<file path="src/rtl/deal_scheduler.sv">
// Card-deal sequencer: walks a two-hand, third-card-rule deal one advance at a time.
// It drives datapath load strobes, shows the round outcome and keeps saturating win/tie tallies.
module deal_scheduler #(
  parameter int unsigned AUTO_DELAY = 50000000
) (
  input  logic       fast_clock,
  input  logic       reset,
  input  logic       step,
  input  logic       auto_en,
  input  logic [3:0] pscore,
  input  logic [3:0] dscore,
  input  logic [3:0] pcard3,
  output logic       load_pcard1,
  output logic       load_pcard2,
  output logic       load_pcard3,
  output logic       load_dcard1,
  output logic       load_dcard2,
  output logic       load_dcard3,
  output logic       clear_hand,
  output logic       player_win_light,
  output logic       dealer_win_light,
  output logic       busy,
  output logic [7:0] player_wins,
  output logic [7:0] dealer_wins,
  output logic [7:0] ties
);

  localparam int TW = (AUTO_DELAY > 1) ? $clog2(AUTO_DELAY) : 1;
  localparam logic [TW-1:0] TIMER_LAST = TW'(AUTO_DELAY - 1);

  typedef enum logic [3:0] {
    IDLE, P1, D1, P2, D2, DECIDE, BANK, D3WAIT, RESULT
  } state_t;

  typedef struct packed {
    logic clear_hand;
    logic pcard1;
    logic dcard1;
    logic pcard2;
    logic dcard2;
    logic pcard3;
    logic dcard3;
  } strobe_t;

  state_t         state, next_state;
  strobe_t        strobe_q, strobe_d;
  logic           step_q;
  logic [TW-1:0]  timer;
  logic           timer_done;
  logic           advance;
  logic           banker_draws;
  logic           enter_result;

  assign timer_done   = auto_en && (timer == TIMER_LAST);
  // Step edge and timer terminal count are OR-ed, so a coincidence is still a single event.
  assign advance      = (step && !step_q) || timer_done;
  assign enter_result = (next_state == RESULT) && (state != RESULT);
  assign busy         = (state != IDLE);

  always_comb begin
    case (dscore)
      4'd0, 4'd1, 4'd2: banker_draws = 1'b1;
      4'd3:             banker_draws = (pcard3 != 4'd8);
      4'd4:             banker_draws = (pcard3 >= 4'd2) && (pcard3 <= 4'd7);
      4'd5:             banker_draws = (pcard3 >= 4'd4) && (pcard3 <= 4'd7);
      4'd6:             banker_draws = (pcard3 >= 4'd6) && (pcard3 <= 4'd7);
      default:          banker_draws = 1'b0;
    endcase
  end

  // NOTE: every always_comb output gets a default first so no path can infer a latch.
  always_comb begin
    next_state = state;
    strobe_d   = '0;
    if (advance) begin
      case (state)
        IDLE:   begin next_state = P1;     strobe_d.clear_hand = 1'b1; end
        P1:     begin next_state = D1;     strobe_d.pcard1     = 1'b1; end
        D1:     begin next_state = P2;     strobe_d.dcard1     = 1'b1; end
        P2:     begin next_state = D2;     strobe_d.pcard2     = 1'b1; end
        D2:     begin next_state = DECIDE; strobe_d.dcard2     = 1'b1; end
        DECIDE: begin
          if (pscore >= 4'd8 || dscore >= 4'd8) begin
            next_state = RESULT;
          end else if (pscore <= 4'd5) begin
            next_state      = BANK;
            strobe_d.pcard3 = 1'b1;
          end else if (dscore <= 4'd5) begin
            next_state      = D3WAIT;
            strobe_d.dcard3 = 1'b1;
          end else begin
            next_state = RESULT;
          end
        end
        BANK: begin
          if (banker_draws) begin
            next_state      = D3WAIT;
            strobe_d.dcard3 = 1'b1;
          end else begin
            next_state = RESULT;
          end
        end
        D3WAIT: next_state = RESULT;
        RESULT: begin next_state = P1; strobe_d.clear_hand = 1'b1; end
        default: next_state = IDLE;
      endcase
    end
  end

  // NOTE: sequential state uses non-blocking assignments so every register sees pre-edge values.
  always_ff @(posedge fast_clock) begin
    if (reset) begin
      state    <= IDLE;
      strobe_q <= '0;
      // NOTE: step_q resets high so a step held across reset release is not seen as an edge.
      step_q   <= 1'b1;
      timer    <= '0;
    end else begin
      state    <= next_state;
      strobe_q <= strobe_d;
      step_q   <= step;
      if (advance || !auto_en) timer <= '0;
      else                     timer <= timer + TW'(1);
    end
  end

  always_ff @(posedge fast_clock) begin
    if (reset) begin
      player_win_light <= 1'b0;
      dealer_win_light <= 1'b0;
      player_wins      <= '0;
      dealer_wins      <= '0;
      ties             <= '0;
    end else if (enter_result) begin
      player_win_light <= (pscore >= dscore);
      dealer_win_light <= (dscore >= pscore);
      if (pscore > dscore) begin
        if (player_wins != 8'hFF) player_wins <= player_wins + 8'd1;
      end else if (dscore > pscore) begin
        if (dealer_wins != 8'hFF) dealer_wins <= dealer_wins + 8'd1;
      end else begin
        if (ties != 8'hFF) ties <= ties + 8'd1;
      end
    end else if (advance && state == RESULT) begin
      player_win_light <= 1'b0;
      dealer_win_light <= 1'b0;
    end
  end

  assign clear_hand  = strobe_q.clear_hand;
  assign load_pcard1 = strobe_q.pcard1;
  assign load_dcard1 = strobe_q.dcard1;
  assign load_pcard2 = strobe_q.pcard2;
  assign load_dcard2 = strobe_q.dcard2;
  assign load_pcard3 = strobe_q.pcard3;
  assign load_dcard3 = strobe_q.dcard3;

endmodule

</file>
<file path="config.mk">
export PLATFORM = sky130hd
export DESIGN_NAME = deal_scheduler
export DESIGN_NICKNAME = d
export VERILOG_FILES = /design/src/rtl/deal_scheduler.sv
export SDC_FILE = /design/constraint.sdc
export NUM_CORES = 1
export LEC_CHECK = 0
export CORE_ASPECT_RATIO = 1.2
export CORE_UTILIZATION = 30
export CTS_CLUSTER_SIZE = 12
export DETAILED_ROUTE_END_ITERATION = 7
export HOLD_SLACK_MARGIN = 0.03
export PLACE_DENSITY = 0.54
export SLEW_MARGIN = 20
export SYNTH_ARGS = -nofsm -noshare
export SYNTH_HDL_FRONTEND = slang
export SYNTH_SLANG_ARGS = --single-unit
</file>
<file path="constraint.sdc">
create_clock -name fast_clock -period 3.6 [get_ports fast_clock]
set_input_delay 0.36 -clock fast_clock [delete_from_list [all_inputs] [get_ports fast_clock]]
set_output_delay 0.36 -clock fast_clock [all_outputs]
set_load 0.005 [all_outputs]
</file>
---- Word-level counts from Yosys, hierarchy flattened ----
Index checks and enable logic that the tools add are counted.
operators by class
  add/subtract/negate cells ............... 4
  $mul .................................... 0
  div/mod/pow operators ................... 0
  $lt $le $gt $ge ......................... 12
  equal/unequal tests ..................... 21
  shift operators ......................... 0
  multiplexer cells ....................... 21
  bitwise operators ....................... 4
  reduce and logical (&&, ||, !) cells .... 24
operators with widths
  cell                     number
  $pmux W4 S8              1
  $eq A4 B3 Y1 const B     7
  $add A26 B1 Y26 const B  1
  $eq A26 B26 Y1 const B   1
  $add A8 B1 Y8 const B    3
  $ne A8 B8 Y1 const B     3
  $mux W4                  5
  $eq A4 B2 Y1 const B     4
  $mux W1                  13
  $le A4 B3 Y1 const B     3
  $eq A4 B1 Y1 const B     2
  $eq A4 B4 Y1 const B     2
  $ge A4 B3 Y1 const B     2
  $ge A4 B4 Y1             2
  $ge A4 B4 Y1 const B     2
  $gt A4 B4 Y1             2
  $logic_not A4 Y1         2
  $ne A4 B4 Y1 const B     2
  $reduce_and A4 Y1        2
  $logic_and A1 B1 Y1      7
  $reduce_or A2 Y1         3
  $pmux W1 S5              1
  $ge A4 B2 Y1 const B     1
  $not A1 Y1               4
  other kinds (8)          11
storage, ports and cells
  bits in registers ....................... 64
  bits in latches ......................... 0
  RAM bits ................................ 0
  ROM bits ................................ 0
  input bits .............................. 16
  output and inout bits ................... 34
  logic and storage cells ................. 101
  memories kept ........................... 0

---- Logic depth before layout (Yosys ltp) ----
  depth in word-level cells ............... 9
  depth in mapped cells ................... 9
  depth with buffers taken out ............ 8

---- Worst setup path before layout ----
Ideal clock, no wire load.
  path type ............................... flip-flop to flip-flop
  from .................................... register timer[9]
  to ...................................... register dealer_wins[5]
  arrival ................................. 2.127 ns
  slack ................................... 1.349 ns
  cell stages (with the launch flop) ...... 8
  buffers on the path ..................... 1
  period minus slack after synthesis ...... 2.251 ns
  cell sequence ........................... dfxtp_1 or4b_4 nor4_4 a41o_2 nand3_2 buf_6 nor4_1 mux2_1
between the ends
  cells in the longest elaborated chain, start to end .. 7
ends and longest elaborated chain
  element                      RTL line  source
  start: declaration           48        logic [TW-1:0] timer;
  start signal: assignment     123       else timer <= timer + TW'(1);
  $eq A26 B26 Y1               54        assign timer_done = auto_en && (timer == TIMER_LAST);
  $logic_and A1 B1 Y1          54
  $logic_or A1 B1 Y1           56        assign advance = (step && !step_q) || timer_done;
  $mux W4                      75        if (advance) begin
  $eq A4 B4 Y1                 57        assign enter_result = (next_state == RESULT) && (state != RESULT);
  $logic_and A1 B1 Y1          57
  $reduce_and A4 Y1 (no line)  n/a
  end signal: assignment       140       if (dealer_wins != 8'hFF) dealer_wins <= dealer_wins + 8'd1;
  end: declaration             24        output logic [7:0] dealer_wins,
Every way passes these cells.
A chain may end at the register's enable or synchronous reset.

---- Final worst setup path ----
  from .................................... register timer[9]
  to ...................................... register dealer_wins[6]
The elaborated chain is that of the path after synthesis.

==> results.toml <==
[outcome]
status = "finished, final reports clean"

[clock_tree]
clk_latency_ns = 0.32
clk_pin_slew_ns = 0.05
cts-root-buf = "clkbuf_16"
cts_inserted_buffers = 9
hold_buffers = 0
htreeDepth = 3
post_cts_resized = 0
cts_tree = "done"
clock_sinks = 64
cts_buffer_depth = 2
postCtsSetupBuffers = 0

[worst_hold_path]
holdCritPathClass = "flip-flop to flip-flop"
hold_depth = 1
hold_start = "timer[0]"
min_to = "timer[0]"

[power]
leakagePower_nw = 1.333
switchingPower_mw = 0.3460
power_mw = 1.661
clockPowerShare_pct = 52.5
max-vdd-ir-drop_uv = 213.2
swShare_pct = 20.83
powerDensity_nw_per_um2 = 417.2
power_frac_seq_pct = 43.0
combPwrFrac_pct = 4.5
power.internal_mw = 1.315

[grt]
grt_pass1_wl_um = 12140
busiest_layer = "met2"
grt_max_degree = 34
use_met2_pct = 23.77
overflow = 0
track_usage_pct = 14.31
grt_antenna_before_repair = 0
first_global_vias = 2658
gr-usage-met1_pct = 17.31
met3_usage_pct = 3.293

[sta]
tns_ns = 0
rsz0062_at_grt = "no"
max_freq_ghz = 0.3643
worstMarginPinSlew_ns = 0.7852
hold_violations = 0
slew_violations = 0
min_period_ns = 2.745
period_share_pct = 76.25
finalSetupViolations = 0
slew_headroom_pct = 46.92
final.setup_skew_ns = 0.006847

[synthesis]
yosysTopAreaCell = "dfxtp_1"
synth.distinct_cells = 42
ys_ff_latch = 64
ys_top_cells_by_area = "dfxtp_1 42%, nor2_1 5.9%, xnor2_1 5.1%, a21oi_1 4.2%, nand2_1 3.3%"
synth_common_cells = "64 x dfxtp_1, 48 x nor2_1, 27 x nand2_1"
synth_flop_cell = "dfxtp_1"
yosysMostFrequentCell = "dfxtp_1"
netlist_area_um2 = 3074
ys_warn_count = 0
syn-num-nets = 392
synthCells = 368
netlist.area_leader.share_pct = 41.68
async_flop_share_pct = 0
synth-edff-count = 0
synth-seq-area-share_pct = 41.68
avgSynthCellArea_um2 = 8.354

[critical_path]
reg2reg_depth = 6
crit-reg2reg-launch = "timer[9]"
r2r_end = "dealer_wins[6]"
cp_max_fo = 33
crit_start = "timer[9]"
crit_arrival_ns = 2.99
crit_chain = "or4b_4 > nor4_4 > a41o_2 > nand3_2 > or4_1 > a21oi_1"
worst_ep_required_time_ns = 3.84
worst_path_largest_cell_delay_ns = 0.67
endpoint_kind = "flip-flop"
critPathTopFamily = "simple AND/OR/NAND/NOR gates"
cp_num_buf_inv = 0
r2r_setup_slack_ns = 0.86
cp_slowest_cell = "or4_1"
worstSetupPathType = "flip-flop to flip-flop"
crit_path_start_kind = "flip-flop"

[drt]
vias = 2786
drt_first_pass_iters = 5
ant_nets = 0
dr.first_iter.drc_count = 118
avgRoutedWirePerCell_um = 12.79
routed_wl_um = 6997
route.detailed.drc = 0
routed_via_density = 5.093

[floorplanning]
die_y_um = 112.9
die_w_um = 94.41
start_util_pct = 30.71
dieArea_um2 = 10660
rows = 40
core_area_um2 = 10010
ios = 50

[placement]
post-dp-hpwl_um = 4962
place.gp.congestion = 0.7850
numPortBuffers = 49
postPlaceCellArea_um2 = 3681
dp.cells = 531

[final_layout]
final_area_um2 = 3981
drive_above_1_share_pct = 5.226
fillers = 1042
regArea_um2 = 1281
nNetsFinal = 440
layoutNonFillerInstCount = 547
syn_to_final_growth_pct = 29.51
diodes = 0
multi_input_area_um2 = 1673
postLayoutCoreUtil_pct = 39.78

[run]
cap_violations = 0
-- power by group through the flow --
stage               registers, mW  clock network, mW  logic, mW
floorplan                   0.728                  0     0.0420
global placement            0.729                  0     0.0756
detailed placement          0.730                  0     0.0762
CTS                         0.714              0.890     0.0764
global route                0.714              0.915     0.0854
finish                      0.715              0.871     0.0750
-- worst reg2reg max path: cells and delay by family, from the launching register on --
family,cells,cell delay [ns]
AOI/OAI and AO/OA,2,0.47
DFF,1,0.33
and+or+nand+nor,4,1.86
-- metrics by stage --
stage | worst slack (ns) | hold slack, ns
floorplan | 1.349 | 0.4175
global placement | 0.6135 | 0.4300
detailed placement | 0.5976 | 0.4439
CTS | 0.8529 | 0.4521
global route | 0.6822 | 0.4967
finish | 0.8551 | 0.4477
-- layout by cell type, fill, tap and decap left out, drive strengths merged, types with 2 or more instances in the layout --
master	n
dfxtp	64
clkdlybuf4s50	49
nor2	48
nand2	27
a21oi	26
nand3	19
xnor2	18
inv	15
o21ai	15
clkbuf	13
nand4	12
o31ai	11
or4	11
nor3	9
and3	9
or3	8
ha	8
xor2	7
nor2b	6
nor4	6
and4	5
nor4b	4
and2	3
buf	3
nor3b	2
nand2b	2
o22ai	2
mux2i	2
mux2	2
clkinv	2
-- state kept, by name, indices dropped and copies added (netlist names), 4 cells and up --
signal	flops
ties	8
timer	26
dealer_wins	8
player_wins	8
state	4
-- worst max-delay path by stage --
stage	end	slack (ns)	depth (start not counted)
4_1_cts	dealer_wins[5]	0.85	6
2_1_floorplan	dealer_wins[5]	1.35	7
5_1_grt	ties[5]	0.68	6
6_report	dealer_wins[6]	0.86	6
3_3_place_gp	player_wins[5]	0.61	9
3_5_place_dp	player_wins[5]	0.60	9
-- cells by family (layout without fill, tap and decap cells) --
logic type      count (synthesis)  in the layout  share of synthesized area [%]
simple gates                  174            174                          30.40
flops                          64             64                          41.68
compound gates                 63             63                          12.25
buf+inv                        30             83                          3.907
xor+xnor                       25             25                          7.123
fa+ha+maj                       8              8                          3.256
mux                             4              4                          1.384
-- final cells by class --
cell class,instances,area share (%)
clock buffers,13,6.537
clock inverters,3,1.006
inverters,15,1.414
multi-input cells,274,42.02
flip-flops and latches,64,32.18
well taps,126,3.960
repair buffers,52,12.88
-- routing by layer --
metal	up-vias	wire [um]
li1	1419	-
met1	1296	3143
met2	55	3444
met3	16	292
met4	0	116
met5	-	0
(Power assumes the default switching activity.)
